$ cat src/rtl/sdc_pkg.sv
// rtl/sdc_pkg.sv - shared types and helpers for the SDC supervisor
package sdc_pkg;

    typedef enum logic [2:0] {
        INIT   = 3'd0,
        OPEN   = 3'd1,
        CLOSED = 3'd2,
        FAULT  = 3'd3
    } sdc_state_e;

    localparam int SYNC_STAGES = 2;

    // Bits needed for a saturating counter that must reach max_val.
    function automatic int cnt_width(input int max_val);
        return $clog2(max_val + 1);
    endfunction

endpackage

$ cat src/rtl/sdc_wd_channel.sv
// rtl/sdc_wd_channel.sv - one watchdog liveness monitor: sync, edge detect, timeout, seen flag
module sdc_wd_channel
    import sdc_pkg::*;
#(
    parameter int WD_TIMEOUT = 1000
) (
    input  logic clk,
    input  logic rst_n,
    input  logic watchdog,
    input  logic clear_seen,
    output logic timeout,
    output logic seen
);

    localparam int CW = cnt_width(WD_TIMEOUT);
    localparam logic [CW-1:0] CNT_MAX = CW'(WD_TIMEOUT);

    logic [SYNC_STAGES-1:0] sync;
    logic                   sync_q;
    logic [CW-1:0]          cnt;
    logic                   toggled;

    assign toggled = sync[SYNC_STAGES-1] ^ sync_q;
    assign timeout = (cnt == CNT_MAX);

    always_ff @(posedge clk or negedge rst_n) begin
        if (!rst_n) begin
            sync   <= '0;
            sync_q <= 1'b0;
            cnt    <= '0;
            seen   <= 1'b0;
        end else begin
            sync   <= {sync[SYNC_STAGES-2:0], watchdog};
            sync_q <= sync[SYNC_STAGES-1];
            if (toggled) begin
                cnt <= '0;
            end else if (cnt != CNT_MAX) begin
                cnt <= cnt + 1'b1;
            end
            // Clearing wins so a re-armed supervisor always waits for a fresh edge.
            if (clear_seen) begin
                seen <= 1'b0;
            end else if (toggled) begin
                seen <= 1'b1;
            end
        end
    end

endmodule

$ cat src/rtl/sdc_supervisor.sv
// rtl/sdc_supervisor.sv - shutdown-circuit relay supervisor with watchdogs, debounce and sense check
module sdc_supervisor
    import sdc_pkg::*;
#(
    parameter int N_WD          = 2,
    parameter int WD_TIMEOUT    = 1000,
    parameter int DEBOUNCE      = 16,
    parameter int SENSE_TIMEOUT = 50
) (
    input  logic            clk,
    input  logic            Power_on_Reset_n,
    input  logic            AS_driving_mode,
    input  logic            AS_close_SDC,
    input  logic            TS_Activation_Button_cockpit,
    input  logic            TS_Activation_Button_external,
    input  logic [N_WD-1:0] Watchdog,
    input  logic            Shutdown_circuit,
    input  logic            Fault_clear,
    output logic            To_SDC_relais,
    output logic            SDC_is_Ready,
    output logic            Fault,
    output logic [N_WD:0]   Fault_code,
    output logic [2:0]      State
);

    localparam int DW = cnt_width(DEBOUNCE);
    localparam int SW = cnt_width(SENSE_TIMEOUT);
    localparam logic [DW-1:0] DEB_MAX   = DW'(DEBOUNCE);
    localparam logic [SW-1:0] SENSE_MAX = SW'(SENSE_TIMEOUT);

    sdc_state_e state, state_nxt;

    logic [N_WD-1:0] wd_timeout;
    logic [N_WD-1:0] wd_seen;
    logic            any_to;
    logic            clear_seen;

    // Index 0 = cockpit (manual), index 1 = external (autonomous).
    logic [1:0]             btn_raw;
    logic [SYNC_STAGES-1:0] btn_sync [2];
    logic [DW-1:0]          deb_cnt  [2];
    logic [1:0]             deb_lvl;
    logic [1:0]             deb_q;
    logic [1:0]             press;
    logic                   valid_press;

    logic [SYNC_STAGES-1:0] sense_sync;
    logic [SW-1:0]          sense_cnt;
    logic                   sense_to;

    logic mode_q;
    logic mode_change;
    logic ready;

    for (genvar i = 0; i < N_WD; i++) begin : g_wd
        sdc_wd_channel #(
            .WD_TIMEOUT(WD_TIMEOUT)
        ) u_ch (
            .clk        (clk),
            .rst_n      (Power_on_Reset_n),
            .watchdog   (Watchdog[i]),
            .clear_seen (clear_seen),
            .timeout    (wd_timeout[i]),
            .seen       (wd_seen[i])
        );
    end

    assign any_to  = |wd_timeout;
    assign btn_raw = {TS_Activation_Button_external, TS_Activation_Button_cockpit};

    always_comb begin
        for (int b = 0; b < 2; b++) begin
            deb_lvl[b] = (deb_cnt[b] == DEB_MAX);
        end
    end

    assign press       = deb_lvl & ~deb_q;
    assign valid_press = AS_driving_mode ? press[1] : press[0];
    assign sense_to    = (sense_cnt == SENSE_MAX);
    assign mode_change = (AS_driving_mode != mode_q);
    assign ready       = (state == OPEN) && !any_to && (AS_driving_mode ? AS_close_SDC : 1'b1);

    always_ff @(posedge clk or negedge Power_on_Reset_n) begin
        if (!Power_on_Reset_n) begin
            for (int b = 0; b < 2; b++) begin
                btn_sync[b] <= '0;
                deb_cnt[b]  <= '0;
            end
            deb_q      <= '0;
            sense_sync <= '0;
            sense_cnt  <= '0;
            mode_q     <= 1'b0;
        end else begin
            for (int b = 0; b < 2; b++) begin
                btn_sync[b] <= {btn_sync[b][SYNC_STAGES-2:0], btn_raw[b]};
                if (!btn_sync[b][SYNC_STAGES-1]) begin
                    deb_cnt[b] <= '0;
                end else if (deb_cnt[b] != DEB_MAX) begin
                    deb_cnt[b] <= deb_cnt[b] + 1'b1;
                end
            end
            deb_q      <= deb_lvl;
            sense_sync <= {sense_sync[SYNC_STAGES-2:0], Shutdown_circuit};
            mode_q     <= AS_driving_mode;
            // Only an open loop while the relay is commanded closed counts.
            if (state != CLOSED || sense_sync[SYNC_STAGES-1]) begin
                sense_cnt <= '0;
            end else if (sense_cnt != SENSE_MAX) begin
                sense_cnt <= sense_cnt + 1'b1;
            end
        end
    end

    always_ff @(posedge clk or negedge Power_on_Reset_n) begin
        if (!Power_on_Reset_n) begin
            state      <= INIT;
            Fault_code <= '0;
        end else begin
            state <= state_nxt;
            if (clear_seen) begin
                Fault_code <= '0;
            end else begin
                Fault_code <= Fault_code | {sense_to, wd_timeout};
            end
        end
    end

    always_comb begin
        state_nxt  = state;
        clear_seen = 1'b0;
        unique case (state)
            INIT: begin
                if (any_to) begin
                    state_nxt = FAULT;
                end else if (&wd_seen) begin
                    state_nxt = OPEN;
                end
            end
            OPEN: begin
                if (any_to) begin
                    state_nxt = FAULT;
                end else if (ready && valid_press) begin
                    state_nxt = CLOSED;
                end
            end
            CLOSED: begin
                if (any_to || sense_to) begin
                    state_nxt = FAULT;
                end else if (mode_change || (AS_driving_mode && !AS_close_SDC)) begin
                    state_nxt = OPEN;
                end
            end
            FAULT: begin
                if (Fault_clear && !any_to) begin
                    state_nxt  = INIT;
                    clear_seen = 1'b1;
                end
            end
            default: state_nxt = INIT;
        endcase
    end

    assign To_SDC_relais = (state == CLOSED);
    assign SDC_is_Ready  = ready;
    assign Fault         = (state == FAULT);
    assign State         = state;

endmodule

$ cat config.mk
export PLATFORM = sky130hd
export DESIGN_NAME = sdc_supervisor
export DESIGN_NICKNAME = d
export VERILOG_FILES = /design/src/rtl/sdc_pkg.sv /design/src/rtl/sdc_wd_channel.sv /design/src/rtl/sdc_supervisor.sv
export SDC_FILE = /design/constraint.sdc
export NUM_CORES = 1
export LEC_CHECK = 0
export BUFFER_PORTS_ARGS = -buffer_cell sky130_fd_sc_hd__buf_2
export CAP_MARGIN = 5
export CELL_PAD_IN_SITES_DETAIL_PLACEMENT = 1
export CELL_PAD_IN_SITES_GLOBAL_PLACEMENT = 1
export CORE_UTILIZATION = 48
export CTS_CLUSTER_SIZE = 8
export DETAILED_ROUTE_END_ITERATION = 7
export GPL_TIMING_DRIVEN = 0
export PLACE_DENSITY = 0.86
export SLEW_MARGIN = 20
export SYNTH_ARGS = -nofsm -noshare
export SYNTH_HDL_FRONTEND = slang
export SYNTH_HIERARCHICAL = 1
export SYNTH_SLANG_ARGS = --single-unit
$ cat constraint.sdc
create_clock -name clk -period 2.2 [get_ports clk]
set_clock_uncertainty 0.15 [all_clocks]
set_input_delay 0.22 -clock clk [delete_from_list [all_inputs] [get_ports clk]]
set_output_delay 0.22 -clock clk [all_outputs]
set_load 0.02 [all_outputs]
After elaboration in Yosys (flattened, before gate mapping)
Cells that the tools add are included.
{"block": "word_totals", "ff_bits": 59, "latchBits": 0, "mem_bits_rw": 0, "romBits": 0, "in_bits": 10, "out_inout_bits": 9, "elab_cells": 95, "n_memories": 0}
{"block": "classes", "addsub": 5, "multipliers": 0, "n_div": 0, "magnitude_cmp": 0, "eq_ne": 21, "shift": 0, "n_mux": 27, "bitwise": 5, "n_reduce_logical": 19}
{"operator": "$mux W10", "count": 4}
{"operator": "$mux W3", "count": 8}
{"operator": "$add A10 B1 Y10 const B", "count": 2}
{"operator": "$eq A10 B10 Y1 const B", "count": 2}
{"operator": "$mux W5", "count": 4}
{"operator": "$ne A10 B10 Y1 const B", "count": 2}
{"operator": "$mux W6", "count": 2}
{"operator": "$pmux W3 S4", "count": 1}
{"operator": "$add A5 B1 Y5 const B", "count": 2}
{"operator": "$eq A5 B5 Y1 const B", "count": 2}
{"operator": "$ne A5 B5 Y1 const B", "count": 2}
{"operator": "$reduce_bool A2 Y1", "count": 5}
{"operator": "$mux W1", "count": 8}
{"operator": "$add A6 B1 Y6 const B", "count": 1}
{"operator": "$eq A3 B2 Y1 const B", "count": 2}
{"operator": "$eq A6 B6 Y1 const B", "count": 1}
{"operator": "$ne A2 B1 Y1 const B", "count": 3}
{"operator": "$ne A3 B2 Y1 const B", "count": 2}
{"operator": "$ne A6 B6 Y1 const B", "count": 1}
{"operator": "$logic_and A1 B1 Y1", "count": 5}
{"operator": "$reduce_and A4 Y1", "count": 1}
{"operator": "$eq A3 B1 Y1 const B", "count": 1}
{"operator": "$logic_not A3 Y1", "count": 1}
{"operator": "$logic_or A1 B1 Y1", "count": 3}
{"operator": "other kinds (10)", "count": 12}

Depth between registers and ports, before layout
{"block": "logic_depth", "depth_word": 9, "mapped_depth": 8}

Modules after synthesis
Netlist, hierarchy kept.
{"module": "sdc_wd_channel", "n_inst": 2, "cells_each": 62, "area_per_inst_um2": 686.9}
{"module": "sdc_supervisor", "n_inst": 1, "cells_each": 128, "area_per_inst_um2": 1371.3}

Worst setup path after synthesis
No wires, ideal clock.
{"block": "synth_path", "kind": "register -> register", "startpoint": "register g_wd[0].u_ch.cnt[0]", "endpoint": "register state[1], in the netlist State[1]", "setup_time_ps": 122, "t_arrival_ps": 1641, "slack_ps": 288, "stages_incl_launch_ff": 9, "n_path_buf": 0, "synth_period_minus_slack_ps": 1912, "cell_sequence": "dfrtp_1 -> inv_1 -> ha_1 -> nand4b_2 -> nor4b_4 -> nor2_1 -> nand2_1 -> o32ai_1 -> a32o_1"}
{"block": "synth_between", "elab_chain_cells": 8}
{"element": "start: declaration", "line": "sdc_wd_channel.sv:20", "text": "logic [CW-1:0] cnt;"}
{"element": "start signal: assignment", "line": "sdc_wd_channel.sv:38", "text": "cnt <= cnt + 1'b1;"}
{"element": "$eq A10 B10 Y1 *", "line": "sdc_wd_channel.sv:24", "text": "assign timeout = (cnt == CNT_MAX);"}
{"element": "net wd_timeout[0]", "line": "sdc_supervisor.sv:33", "text": "logic [N_WD-1:0] wd_timeout;"}
{"element": "$reduce_or A2 Y1 *", "line": "sdc_supervisor.sv:68", "text": "assign any_to = |wd_timeout;"}
{"element": "$logic_not A1 Y1", "line": "sdc_supervisor.sv:81, sdc_supervisor.sv:154"}
{"element": "$logic_and A1 B1 Y1 (2 in a row)", "line": "sdc_supervisor.sv:81", "text": "assign ready = (state == OPEN) && !any_to && (AS_driving_mode ? AS_close_SDC : 1'b1);"}
{"element": "$logic_and A1 B1 Y1", "line": "sdc_supervisor.sv:142", "text": "end else if (ready && valid_press) begin"}
{"element": "$ne A3 B2 Y1 (no line)"}
{"element": "$reduce_and A4 Y1 (no line)"}
{"element": "end signal: assignment", "line": "sdc_supervisor.sv:119", "text": "state <= state_nxt;"}
{"element": "end: declaration", "line": "sdc_supervisor.sv:31", "text": "sdc_state_e state, state_nxt;"}
Mark *: on every way through the listed nets, which the timed path passes. The rest lies on a longest branch.
A chain may end at the register's enable or synchronous reset.

Worst setup path after layout
{"block": "layout_path", "startpoint": "register g_wd[0].u_ch.cnt[0]", "endpoint": "output SDC_is_Ready"}
{"block": "layout_between", "elab_chain_cells": 5}
{"element": "$eq A10 B10 Y1", "line": "sdc_wd_channel.sv:24"}
{"element": "net wd_timeout[0]", "line": "sdc_supervisor.sv:33"}
{"element": "$reduce_or A2 Y1", "line": "sdc_supervisor.sv:68"}
{"element": "$logic_not A1 Y1", "line": "sdc_supervisor.sv:81"}
{"element": "$logic_and A1 B1 Y1 (2 in a row)", "line": "sdc_supervisor.sv:81"}
{"element": "end: declaration", "line": "sdc_supervisor.sv:20", "text": "output logic SDC_is_Ready,"}
The timed path passes the listed nets, and every way through them passes these cells.

==> impl_summary.txt <==
----------------------------------------------------
[Logic synthesis]
  Share of async-settable or async-resettable flops after synthesis ... 1.00
  Share of synthesized area occupied by flip-flops and latches ... 0.529
  Commonest cells post-synth ... 58 x sky130_fd_sc_hd__dfrtp_1, 26 x sky130_fd_sc_hd__nor2_1, 19 x sky130_fd_sc_hd__nand2_1
  Post-synthesis cell type with the largest combined area ... sky130_fd_sc_hd__dfrtp_1
  Yosys cell types ... 42
  Yosys warning count ... 6
  #FFs+latches synth ... 58
  Yosys top cell area share ... 0.529
  Number of enable flip-flop cells after synthesis ... 0
  Leading cell types by total area after synthesis ... sky130_fd_sc_hd__dfrtp_1 53%, sky130_fd_sc_hd__ha_1 4.6%, sky130_fd_sc_hd__nor2_1 3.6%, sky130_fd_sc_hd__xnor2_1 3.5%, sky130_fd_sc_hd__xor2_1 3.2%
  Mean Syn Cell Area ... 10.9 sq um
  Prevailing post-synth register cell ... sky130_fd_sc_hd__dfrtp_1
  Net count of the mapped netlist ... 272
  Area of the mapped netlist ... 2750 sq um
  Number of instances in the synthesized netlist ... 252
  Most frequent cell after synthesis ... sky130_fd_sc_hd__dfrtp_1

[Clocking]
  Cts bufs inserted ... 9
  Number of levels the H-tree was split into ... 3
  Clock tree root buffer cell ... sky130_fd_sc_hd__clkbuf_8
  Clk sink count ... 58
  CTS Buffer Depth ... 2
  Worst-Skew Late Latency ... 0.34 ns
  CTS tree ... built
  Clock-pin slew reported for the worst setup and hold paths after clock tree synthesis ... 0.07 ns

[Global route]
  Total track usage ... 0.230
  Wire length of the first global-routing pass ... 10400 um
  Largest net degree at the start of global routing ... 59
  Congestion Overflow GR ... 0
  Antenna violations before repair ... 0
  Via count of the first global-routing pass ... 2240

[Power and ir drop]
  Relative contribution of combinational cells to total power ... 0.225
  Worst ir drop on vdd ... 0.000583 V
  Post-route total power ... 2920 uW
  Switching pwr ... 890 uW
  Fraction of power consumed by sequential logic ... 0.425
  Static leakage ... 0.00159 uW
  Int Power ... 2030 uW
  Clock network fraction of design power ... 0.349
  P per Cell Area ... 879 nW/um^2
  Switching part of the total ... 0.304

[Cells and area]
  ANT cells ... 0
  Share of layout cells above drive strength 1 ... 0.213
  Synth-to-Final Area Change ... 21.2%
  NumNets Final ... 317

[Floorplan]
  Core ar. ... 5510 sq um
  Die area ... 6030 sq um
  Starting utilization of the core area ... 0.499
  Floorplan row count ... 27
  Horizontal extent of the die ... 77.6 um
  Height of the die ... 77.6 um
  IO Count ... 19

[Timing]
  Setup TNS ... 0 ns
  Number of endpoints with negative hold slack in the final report ... 0
  Number of slew-limit violations in the final report ... 0
  Number of endpoints failing setup at the final stage ... 0
  Time the worst path needs with I/O delays and setup ... 2.19 ns
  Final period util ... 0.998
  Actual transition at the worst max-transition pin ... 0.727 ns
  Rel. slew slack ... 0.515
  Max frequency ... 456 MHz
  Unrepaired setup endpoints after global routing ... yes

[Worst setup path]
  Data arrival time of the critical path ... 1.82 ns
  Category of the most critical setup path ... flip-flop to output port
  Worst-path fanout max ... 2
  Length in cells of the worst reg-to-reg path ... 9
  Reg-to-Reg Start ... g_wd[1].u_ch/cnt[0]
  Reg-to-reg setup timing slack ... 0.11 ns
  RR Endpoint ... State[1]
  Required time of the critical path ... 1.83 ns
  CP endpoint kind ... output port
  Launching element type of the critical path ... flip-flop

[Place]
  Last weighted congestion value of the routability-driven placer ... 0.742
  HPWL after detailed placement ... 3680 um
  Number of port buffers ... 17

[Route]
  Via density ... 5.41
  Total routed wirelength ... 6100 um
  Number of detailed-route iterations in the first pass ... 4
  Drc violations ... 0
  DRC violation total after the first TritonRoute iteration ... 75
  Routed length per placed instance ... 16.3 um
  Via count ... 2017
  Post-route antenna net violation count ... 0

[Status]
  Outcome ... complete, no violations

[Flow run]
  Max-cap violation count ... 0

[Hold path]
  Worst hold path class ... input port to flip-flop
  Startpoint of the lowest-slack hold path ... Fault_clear
  Worst hold path cell count ... 4
  Endpoint of the worst hold path ... State[0]

----------------------------------------------------
state kept, by name (all words and copies together), names as in the netlist:
name / flops
g_wd.u_ch/cnt: 20
deb_cnt: 10
sense_cnt: 6
btn_sync: 4
g_wd.u_ch/sync: 4
Fault_code: 3
State: 2
deb_q: 2
g_wd.u_ch/seen: 2
g_wd.u_ch/sync_q: 2
sense_sync: 2
mode_q: 1
per-stage QoR:
step           instances   util  hold slack (ns)  area [sq um]  worst slack (ns)
2_1_floorplan        252      -           -0.226          2750             0.288
3_3_place_gp         341  0.530            0.177          2920            0.0365
3_5_place_dp         341  0.531            0.180          2920           -0.0111
4_1_cts              373  0.604           0.0994          3330            0.0104
5_1_grt              373  0.604            0.123          3330            -0.133
6_report             373  0.604            0.119          3330           0.00540
worst max path at each step:
stage	start	to	slack, ns	depth (start not counted)
3_3_place_gp	g_wd[0].u_ch/cnt[0]	State[1]	0.04	8
6_report	g_wd[0].u_ch/cnt[0]	SDC_is_Ready	0.005	8
2_1_floorplan	g_wd[0].u_ch/cnt[0]	State[1]	0.29	8
5_1_grt	g_wd[0].u_ch/cnt[0]	SDC_is_Ready	-0.13	8
3_5_place_dp	g_wd[0].u_ch/cnt[0]	State[1]	-0.01	8
4_1_cts	g_wd[0].u_ch/cnt[0]	SDC_is_Ready	0.01	8
cell usage in the layout (no fill, tap or decap), drive strengths merged, types with 2 or more instances in the layout:
master	Yosys	layout
nand3	18	18
a21o	3	3
or4	4	4
nor3	2	2
inv	14	14
dlygate4sd3	0	7
nor4b	4	4
a211oi	3	3
buf	5	32
o31ai	4	4
and3	4	4
xnor2	11	11
mux2i	6	6
nor2b	3	3
or3	2	2
ha	10	10
xor2	10	10
clkbuf	0	13
nand2	19	19
nor2	27	27
nor3b	2	2
nand4	2	2
dfrtp	58	58
and4	3	3
and2	7	7
o21ai	6	6
a21oi	12	12
nand4b	3	3
worst max-delay path: stages (launching register included):
cell                       delay [ns]
sky130_fd_sc_hd__dfrtp_1         0.39
sky130_fd_sc_hd__inv_2           0.08
sky130_fd_sc_hd__ha_4            0.14
sky130_fd_sc_hd__nand4b_4        0.10
sky130_fd_sc_hd__nor4b_4         0.34
sky130_fd_sc_hd__nor2_2          0.10
sky130_fd_sc_hd__nand3b_1        0.14
sky130_fd_sc_hd__a21oi_2         0.06
sky130_fd_sc_hd__buf_6           0.14
cells by family after synthesis:
group | after synthesis | share of synthesized area
buffers and inverters | 19 | 0.0319
XOR/XNOR | 21 | 0.0670
AO/OA/AOI/OAI | 33 | 0.0752
multiplexers | 6 | 0.0219
AND/OR/NAND/NOR | 104 | 0.228
adder cells (fa/ha/maj) | 10 | 0.0456
flip-flops | 58 | 0.529
other | 1 | 0.00137
power by group through the flow:
stage | clock network [uW] | logic, uW | registers (uW)
after global placement | 0 | 517 | 1260
after CTS | 1030 | 666 | 1240
after floorplan | 0 | 327 | 1290
after global routing | 1080 | 733 | 1260
final | 1020 | 658 | 1240
after detailed placement | 0 | 549 | 1270
per-layer routing:
metal / share of wire / vias to the layer above / track usage
met1: 0.41 / 1006 / 0.247
met3: 0.019 / 25 / 0.0459
li1: - / 955 / -
met5: 0 / - / 0
met4: 0.047 / 0 / 0.177
met2: 0.52 / 31 / 0.397
final cells by class:
cell class	count	area, sq um
buffer	5	35.0
sequential	58	1450
timing repair buffer	34	239
tap	72	90.1
clock buffer	13	169
multi-input combinational	175	1250
clock inverter	2	35.0
inverter	14	52.6
fill	590	2180
timing repair:
action / in CTS / in global routing
hold endpoints to repair: 64 / 0
setup buffers: 10 / 1
setup endpoints to repair: 2 / 3
pin swaps: 5 / 4
resized for setup: 13 / 0
hold buffers: 7 / 0
No activity file was read; power rests on OpenSTA's default activity.
